===== src/rtl/mips_multicycle_core.sv =====
// mips_multicycle_core: multicycle MIPS subset core sharing one ALU and one req/ack memory port.
// PortIn/PortOut are memory-mapped and decoded locally, so they never start a bus cycle.
module mips_multicycle_core #(
   parameter logic [31:0] RESET_PC      = 32'h0040_0000,
   parameter int          PORT_IN_WIDTH = 8,
   parameter logic [31:0] PORT_IN_ADDR  = 32'h1001_0024,
   parameter logic [31:0] PORT_OUT_ADDR = 32'h1001_0028
) (
   input  logic                     clk,
   input  logic                     reset,
   output logic                     mem_req,
   output logic                     mem_we,
   output logic [31:0]              mem_addr,
   output logic [31:0]              mem_wdata,
   input  logic                     mem_ack,
   input  logic [31:0]              mem_rdata,
   input  logic [PORT_IN_WIDTH-1:0] PortIn,
   output logic [31:0]              PortOut,
   output logic [31:0]              ALUResultOut,
   output logic                     instr_retired,
   output logic                     halted
);
   typedef enum logic [2:0] {FETCH, DECODE, EXECUTE, MEM, WRITEBACK, HALT} state_t;
   state_t state, state_nx;
   logic [31:0] pc, ir, a, b, tgt, mdr, alu, simm, rs_val, rt_val, bus_addr, rf_wd;
   logic [31:0] rf [32];
   logic [5:0] op, funct;
   logic [4:0] rs, rt, rd, shamt, rf_wa;
   logic r_type, is_jr, is_j, is_br, is_lw, is_sw, valid, port_in_hit, port_out_hit, bus_cycle, retire, rf_we;
   assign op     = ir[31:26];
   assign rs     = ir[25:21];
   assign rt     = ir[20:16];
   assign rd     = ir[15:11];
   assign shamt  = ir[10:6];
   assign funct  = ir[5:0];
   assign simm   = {{16{ir[15]}}, ir[15:0]};
   assign rs_val = rf[rs];
   assign rt_val = rf[rt];
   assign r_type = op == 6'h00;
   assign is_jr  = r_type && funct == 6'h08;
   assign is_j   = op == 6'h02 || op == 6'h03;
   assign is_br  = op == 6'h04 || op == 6'h05;
   assign is_lw  = op == 6'h23;
   assign is_sw  = op == 6'h2B;
   assign valid  = r_type ? funct inside {6'h20, 6'h22, 6'h24, 6'h25, 6'h27, 6'h00, 6'h02, 6'h08}
                          : op inside {6'h08, 6'h0D, 6'h0F, 6'h23, 6'h2B, 6'h04, 6'h05, 6'h02, 6'h03};
   // In MEM the ALU result register still holds the effective address.
   assign port_in_hit  = is_lw && (ALUResultOut & ~32'h3) == (PORT_IN_ADDR & ~32'h3);
   assign port_out_hit = is_sw && (ALUResultOut & ~32'h3) == (PORT_OUT_ADDR & ~32'h3);
   always_comb begin
      alu = a + simm;
      if (r_type)
         case (funct)
            6'h22:   alu = a - b;
            6'h24:   alu = a & b;
            6'h25:   alu = a | b;
            6'h27:   alu = ~(a | b);
            6'h00:   alu = b << shamt;
            6'h02:   alu = b >> shamt;
            default: alu = a + b;
         endcase
      else if (op == 6'h0D)
         alu = a | {16'h0, ir[15:0]};
      else if (op == 6'h0F)
         alu = {ir[15:0], 16'h0};
      else if (is_br)
         alu = a - b;
   end
   always_comb begin
      state_nx = state;
      retire   = 1'b0;
      case (state)
         FETCH:     state_nx = mem_ack ? DECODE : FETCH;
         DECODE: begin
            state_nx = !valid ? HALT : (is_j || is_jr) ? FETCH : EXECUTE;
            retire   = valid && (is_j || is_jr);
         end
         EXECUTE: begin
            state_nx = is_br ? FETCH : (is_lw || is_sw) ? MEM : WRITEBACK;
            retire   = is_br;
         end
         MEM: begin
            state_nx = port_in_hit ? WRITEBACK : port_out_hit ? FETCH : !mem_ack ? MEM : is_sw ? FETCH : WRITEBACK;
            retire   = port_out_hit || (!port_in_hit && mem_ack && is_sw);
         end
         WRITEBACK: begin
            state_nx = FETCH;
            retire   = 1'b1;
         end
         default:   state_nx = HALT;
      endcase
   end
   // Bus outputs are gated by reset so an in-flight request drops asynchronously.
   assign bus_cycle = state == FETCH || (state == MEM && !port_in_hit && !port_out_hit);
   assign bus_addr  = state == FETCH ? pc : ALUResultOut;
   assign mem_req   = reset && bus_cycle;
   assign mem_we    = mem_req && state == MEM && is_sw;
   assign mem_addr  = mem_req ? bus_addr & ~32'h3 : '0;
   assign mem_wdata = mem_we ? b : '0;
   assign halted    = state == HALT;
   assign rf_we = state == WRITEBACK || (state == DECODE && op == 6'h03);
   assign rf_wa = state == DECODE ? 5'd31 : r_type ? rd : rt;
   assign rf_wd = state == DECODE ? pc : is_lw ? mdr : ALUResultOut;
   always_ff @(posedge clk or negedge reset)
      if (!reset) begin
         state         <= FETCH;
         pc            <= RESET_PC;
         ir            <= '0;
         a             <= '0;
         b             <= '0;
         tgt           <= '0;
         mdr           <= '0;
         PortOut       <= '0;
         ALUResultOut  <= '0;
         instr_retired <= 1'b0;
      end else begin
         state         <= state_nx;
         instr_retired <= retire;
         case (state)
            FETCH:
               if (mem_ack) begin
                  ir <= mem_rdata;
                  pc <= pc + 32'd4;
               end
            DECODE: begin
               a   <= rs_val;
               b   <= rt_val;
               tgt <= pc + (simm << 2);
               if (is_j)
                  pc <= {pc[31:28], ir[25:0], 2'b00};
               else if (is_jr)
                  pc <= rs_val;
            end
            EXECUTE: begin
               ALUResultOut <= alu;
               if (is_br && ((op == 6'h04) == (a == b)))
                  pc <= tgt;
            end
            MEM: begin
               if (port_in_hit)
                  mdr <= 32'(PortIn);
               else if (mem_ack)
                  mdr <= mem_rdata;
               if (port_out_hit)
                  PortOut <= b;
            end
            default: ;
         endcase
      end
   always_ff @(posedge clk or negedge reset)
      if (!reset) begin
         for (int i = 0; i < 32; i++)
            rf[i] <= '0;
      end else if (rf_we && rf_wa != 5'd0)
         rf[rf_wa] <= rf_wd;
endmodule


===== config.mk =====
export PLATFORM = sky130hd
export DESIGN_NAME = mips_multicycle_core
export DESIGN_NICKNAME = d
export VERILOG_FILES = /design/src/rtl/mips_multicycle_core.sv
export SDC_FILE = /design/constraint.sdc
export NUM_CORES = 2
export LEC_CHECK = 0
export BUFFER_PORTS_ARGS = -buffer_cell sky130_fd_sc_hd__buf_2
export CAP_MARGIN = 0
export CORE_MARGIN = 2
export CORE_UTILIZATION = 30
export CTS_BUF_LIST = sky130_fd_sc_hd__clkbuf_4
export DETAILED_ROUTE_END_ITERATION = 7
export SYNTH_ARGS = -nofsm -noshare
export SYNTH_HDL_FRONTEND = slang
export SYNTH_SLANG_ARGS = --single-unit

===== constraint.sdc =====
create_clock -name clk -period 5.75 [get_ports clk]
set_input_delay 0 -clock clk [delete_from_list [all_inputs] [get_ports clk]]
set_output_delay 0 -clock clk [all_outputs]
set_load 0.05 [all_outputs]

==> flow_summary.yaml <==
clocking:
  cts_root_buffer: "clkbuf_4"
  cts_htree_levels: 5
  cts-buffers-inserted: 371
  clockBufferDepth: 4
  cts_tree: "yes"
  clk_latency_ps: 1440
  cts.clk_slew.worst_paths_ps: 70
  clock_sinks: 1284
grt:
  grt_pass1_wl_um: 462000
  grt_overflow_total: 0
  grt_max_degree: 168
  grt_antenna_before_repair: 37
  track_usage_pct: 24.4
  grt_pass1_vias: 63441
floorplan:
  die-height_um: 509
  rows: 185
  die_area_um2: 259000
  ios: 175
  initial_utilization_pct: 30.1
  die_w_um: 509
  coreArea_um2: 254000
logic_synthesis:
  yosys.area_share.simple_pct: 11.0
  synth_seq_area_share_pct: 42.0
  synth_top_family_by_area: "multiplexers"
  async_flop_share_pct: 100
  muxShareOfSynthArea_pct: 22.8
  syn_area_per_cell_um2: 10.3
  syn-cell-area_um2: 76400
  synthTopCellsByArea: "dfrtp_1, mux4_2, o21ai_0"
  syn_inst: 7416
  yosysWarnings: 0
  ys_ff_latch: 1284
  synth_ff_type: "dfrtp_1"
  synth_compound_area_share_pct: 15.6
  synth.distinct_cells: 94
  yosysTopAreaCell: "dfrtp_1"
  yosys.area_share.adder_pct: 2.92
  synth_top_area_share_pct: 42.0
  synth_edf_count: 0
  synth_xor_area_share_pct: 1.41
cells_and_area:
  instances_no_fill: 11253
  nFillCells: 25641
  syn_to_final_growth_pct: 14.0
  multiInputGateArea_um2: 41600
  fin_util_pct: 34.4
  stdcell_area_um2: 87100
  fin_nets: 7840
  drive_gt1_share_pct: 23.2
  ff_latch_area_um2: 32200
timing:
  whs_ps: 80.5
  worst_slew_pin_slew_ps: 1570
  fin_skew_ps: 176
  max_freq_mhz: 171
  setup_viol: 1
  finalHoldViolCount: 0
  setup_slack_ps: -81.4
  slew_headroom_pct: -7.90
  drv_slew: 4
  fin_crit_sh_pct: 101
  min_period_ps: 5830
worst_setup_path:
  worst_setup_path_end_kind: "output port"
  path_cells: "buf_4 -> nand2_1 -> nor3_1 -> and3_1 -> clkinv_1 -> buf_4 -> nor3_1 -> buf_2"
  regToRegSetupSlack_ps: 1050
  r2r_start: "ir[27]$_DFFE_PN0P_"
  path_class: "reg -> out"
  cpMaxStageDelayCell: "nor3_1"
  arrival_ps: 5830
  cp.required_ps: 5750
  crit_family: "buffers and inverters"
  critPathBufInv: 4
  cp-start-kind: "flop"
  worstSetupStartpoint: "ir[27]$_DFFE_PN0P_"
  cp_max_fo: 39
  cpPeakStageDelay_ps: 940
place:
  dpl_worst_slack_ps: 1310
  io_buffers: 172
  hpwlAfterDp_um: 211000
  dp_cells: 10484
  gp_congestion: 1.01
  placed_area_um2: 81400
route:
  dr_total_vias: 65682
  drc: 0
  via_per_inst: 5.84
  routedWlPerCell_um: 28.6
  routed_wl_um: 322000
  ant_nets: 0
  dr.pass1.iters: 7
  drtIter0Drc: 8304
min_path:
  hold_class: "in -> reg"
  hp-start: "mem_rdata[25]"
run_status:
  violations: "max-capacitance violations, max-slew violations, negative setup slack"
  status: "finished, violations left"
power:
  p_leak_nw: 36.0
  power_density_nw_per_um2: 219
  ir_drop_v: 0.000205
run:
  max-cap-violations: 2
-- report_power, final --
group	switching (mW)	internal (mW)	total, mW
clock network	4.20	4.24	8.44
logic	0.936	0.519	1.45
registers	0.142	9.06	9.21
-- registers in the layout (all words and copies together), names as in the netlist --
signal,cells
ir,32
pc,32
state,3
rf,1024
PortOut,32
mdr,32
b,32
tgt,32
ALUResultOut,32
instr_retired,1
a,32
-- routing by layer --
metal	track usage, %	vias to the layer above	part of all wire [%]	wire length [µm]
li1	-	27686	-	-
met1	32.6	33242	40	129000
met2	36.3	3867	44	141000
met3	6.62	867	11	34300
met4	12.6	20	5.6	17900
met5	0	-	0.033	107
-- cell families (layout without fill, tap and decap cells) --
kind of cell | count (synthesis) | after routing
compound gates | 2072 | 2072
simple gates | 2022 | 2022
flops | 1284 | 1284
mux | 891 | 891
buf+inv | 847 | 1298
fa+ha+maj | 176 | 176
xor+xnor | 123 | 123
other cells | 1 | 21
-- Yosys cell counts, types with 9 or more instances --
cell type  count
nand2_1     1395
o21ai_0     1298
dfrtp_1     1283
mux4_2       673
clkbuf_1     590
nor2_1       285
a21oi_1      251
ha_1         172
mux2i_1      157
inv_1        144
nor3_1        92
xnor2_1       86
buf_1         69
a211oi_1      63
mux2_2        61
nand3_1       58
nand2b_1      40
a21o_1        38
o211ai_1      37
xor2_1        37
a31oi_1       34
a22o_1        32
a22oi_1       32
buf_2         32
a221oi_1      30
and3_1        30
nor2b_1       26
o21a_1        25
o221ai_1      24
o22ai_1       24
nor4_1        20
o31ai_1       20
o21ai_1       16
or3_1         15
and2_1        13
o21bai_1      13
o2bb2ai_1     13
a211o_1       12
a222oi_1      12
nand4_1       12
a221o_1       11
o311ai_0      11
o211a_1        9
-- what timing repair did --
item	4_1_cts	5_1_grt
hold buffers	130	0
setup buffers	0	0
endpoints found under the setup margin	5	2
gates resized for setup	2	2
cloned	0	0
hold endpoints to repair	1168	0
-- worst reg2reg max path, delay by kind of cell (launching register included) --
| family | cells | cell delay [ps] |
|---|---|---|
| compound gates | 1 | 100 |
| mux | 1 | 290 |
| buf+inv | 3 | 1770 |
| flops | 1 | 470 |
| simple gates | 3 | 1960 |
-- final cells by class --
cell class	count	share of cell area, %
Clock buffer	536	4.62
Inverter	148	0.637
Tap cell	3366	4.83
Antenna cell	19	0.0546
Multi-Input combinational cell	5286	47.7
Timing Repair Buffer	530	4.81
Clock inverter	84	0.398
Sequential cell	1284	36.9
-- layout by cell type, fill, tap and decap left out, drive strengths merged, types with 32 or more instances in the layout --
| cell | n |
|---|---|
| a211oi | 63 |
| a21o | 38 |
| a21oi | 251 |
| a22o | 32 |
| a22oi | 32 |
| a31oi | 35 |
| buf | 401 |
| clkbuf | 536 |
| clkinv | 78 |
| dfrtp | 1283 |
| dlygate4sd3 | 129 |
| ha | 172 |
| inv | 153 |
| mux2 | 61 |
| mux2i | 157 |
| mux4 | 673 |
| nand2 | 1395 |
| nand2b | 40 |
| nand3 | 58 |
| nor2 | 286 |
| nor3 | 94 |
| o211ai | 37 |
| o21ai | 1314 |
| xnor2 | 86 |
| xor2 | 37 |
-- path summary, 6_finish.rpt --
path | to | depth (start not counted)
max | mem_wdata[30] | 8
min | ir[25]$_DFFE_PN0P_ | 4
max reg2reg | mdr[5]$_DFFE_PN0P_ | 8
min reg2reg | rf[1013]$_DFFE_PN0P_ | 0
max in group asynchronous | rf[785]$_DFFE_PN0P_ | 7
min in group asynchronous | rf[280]$_DFFE_PN0P_ | 5
-- per-stage QoR --
stage | setup TNS [ps] | power, mW
after floorplan | 0 | 10.1
final | -81.4 | 19.1
after global placement | 0 | 10.7
after global routing | -40.6 | 19.8
after CTS | 0 | 19.2
after detailed placement | 0 | 10.7
(Power assumes the default switching activity.)
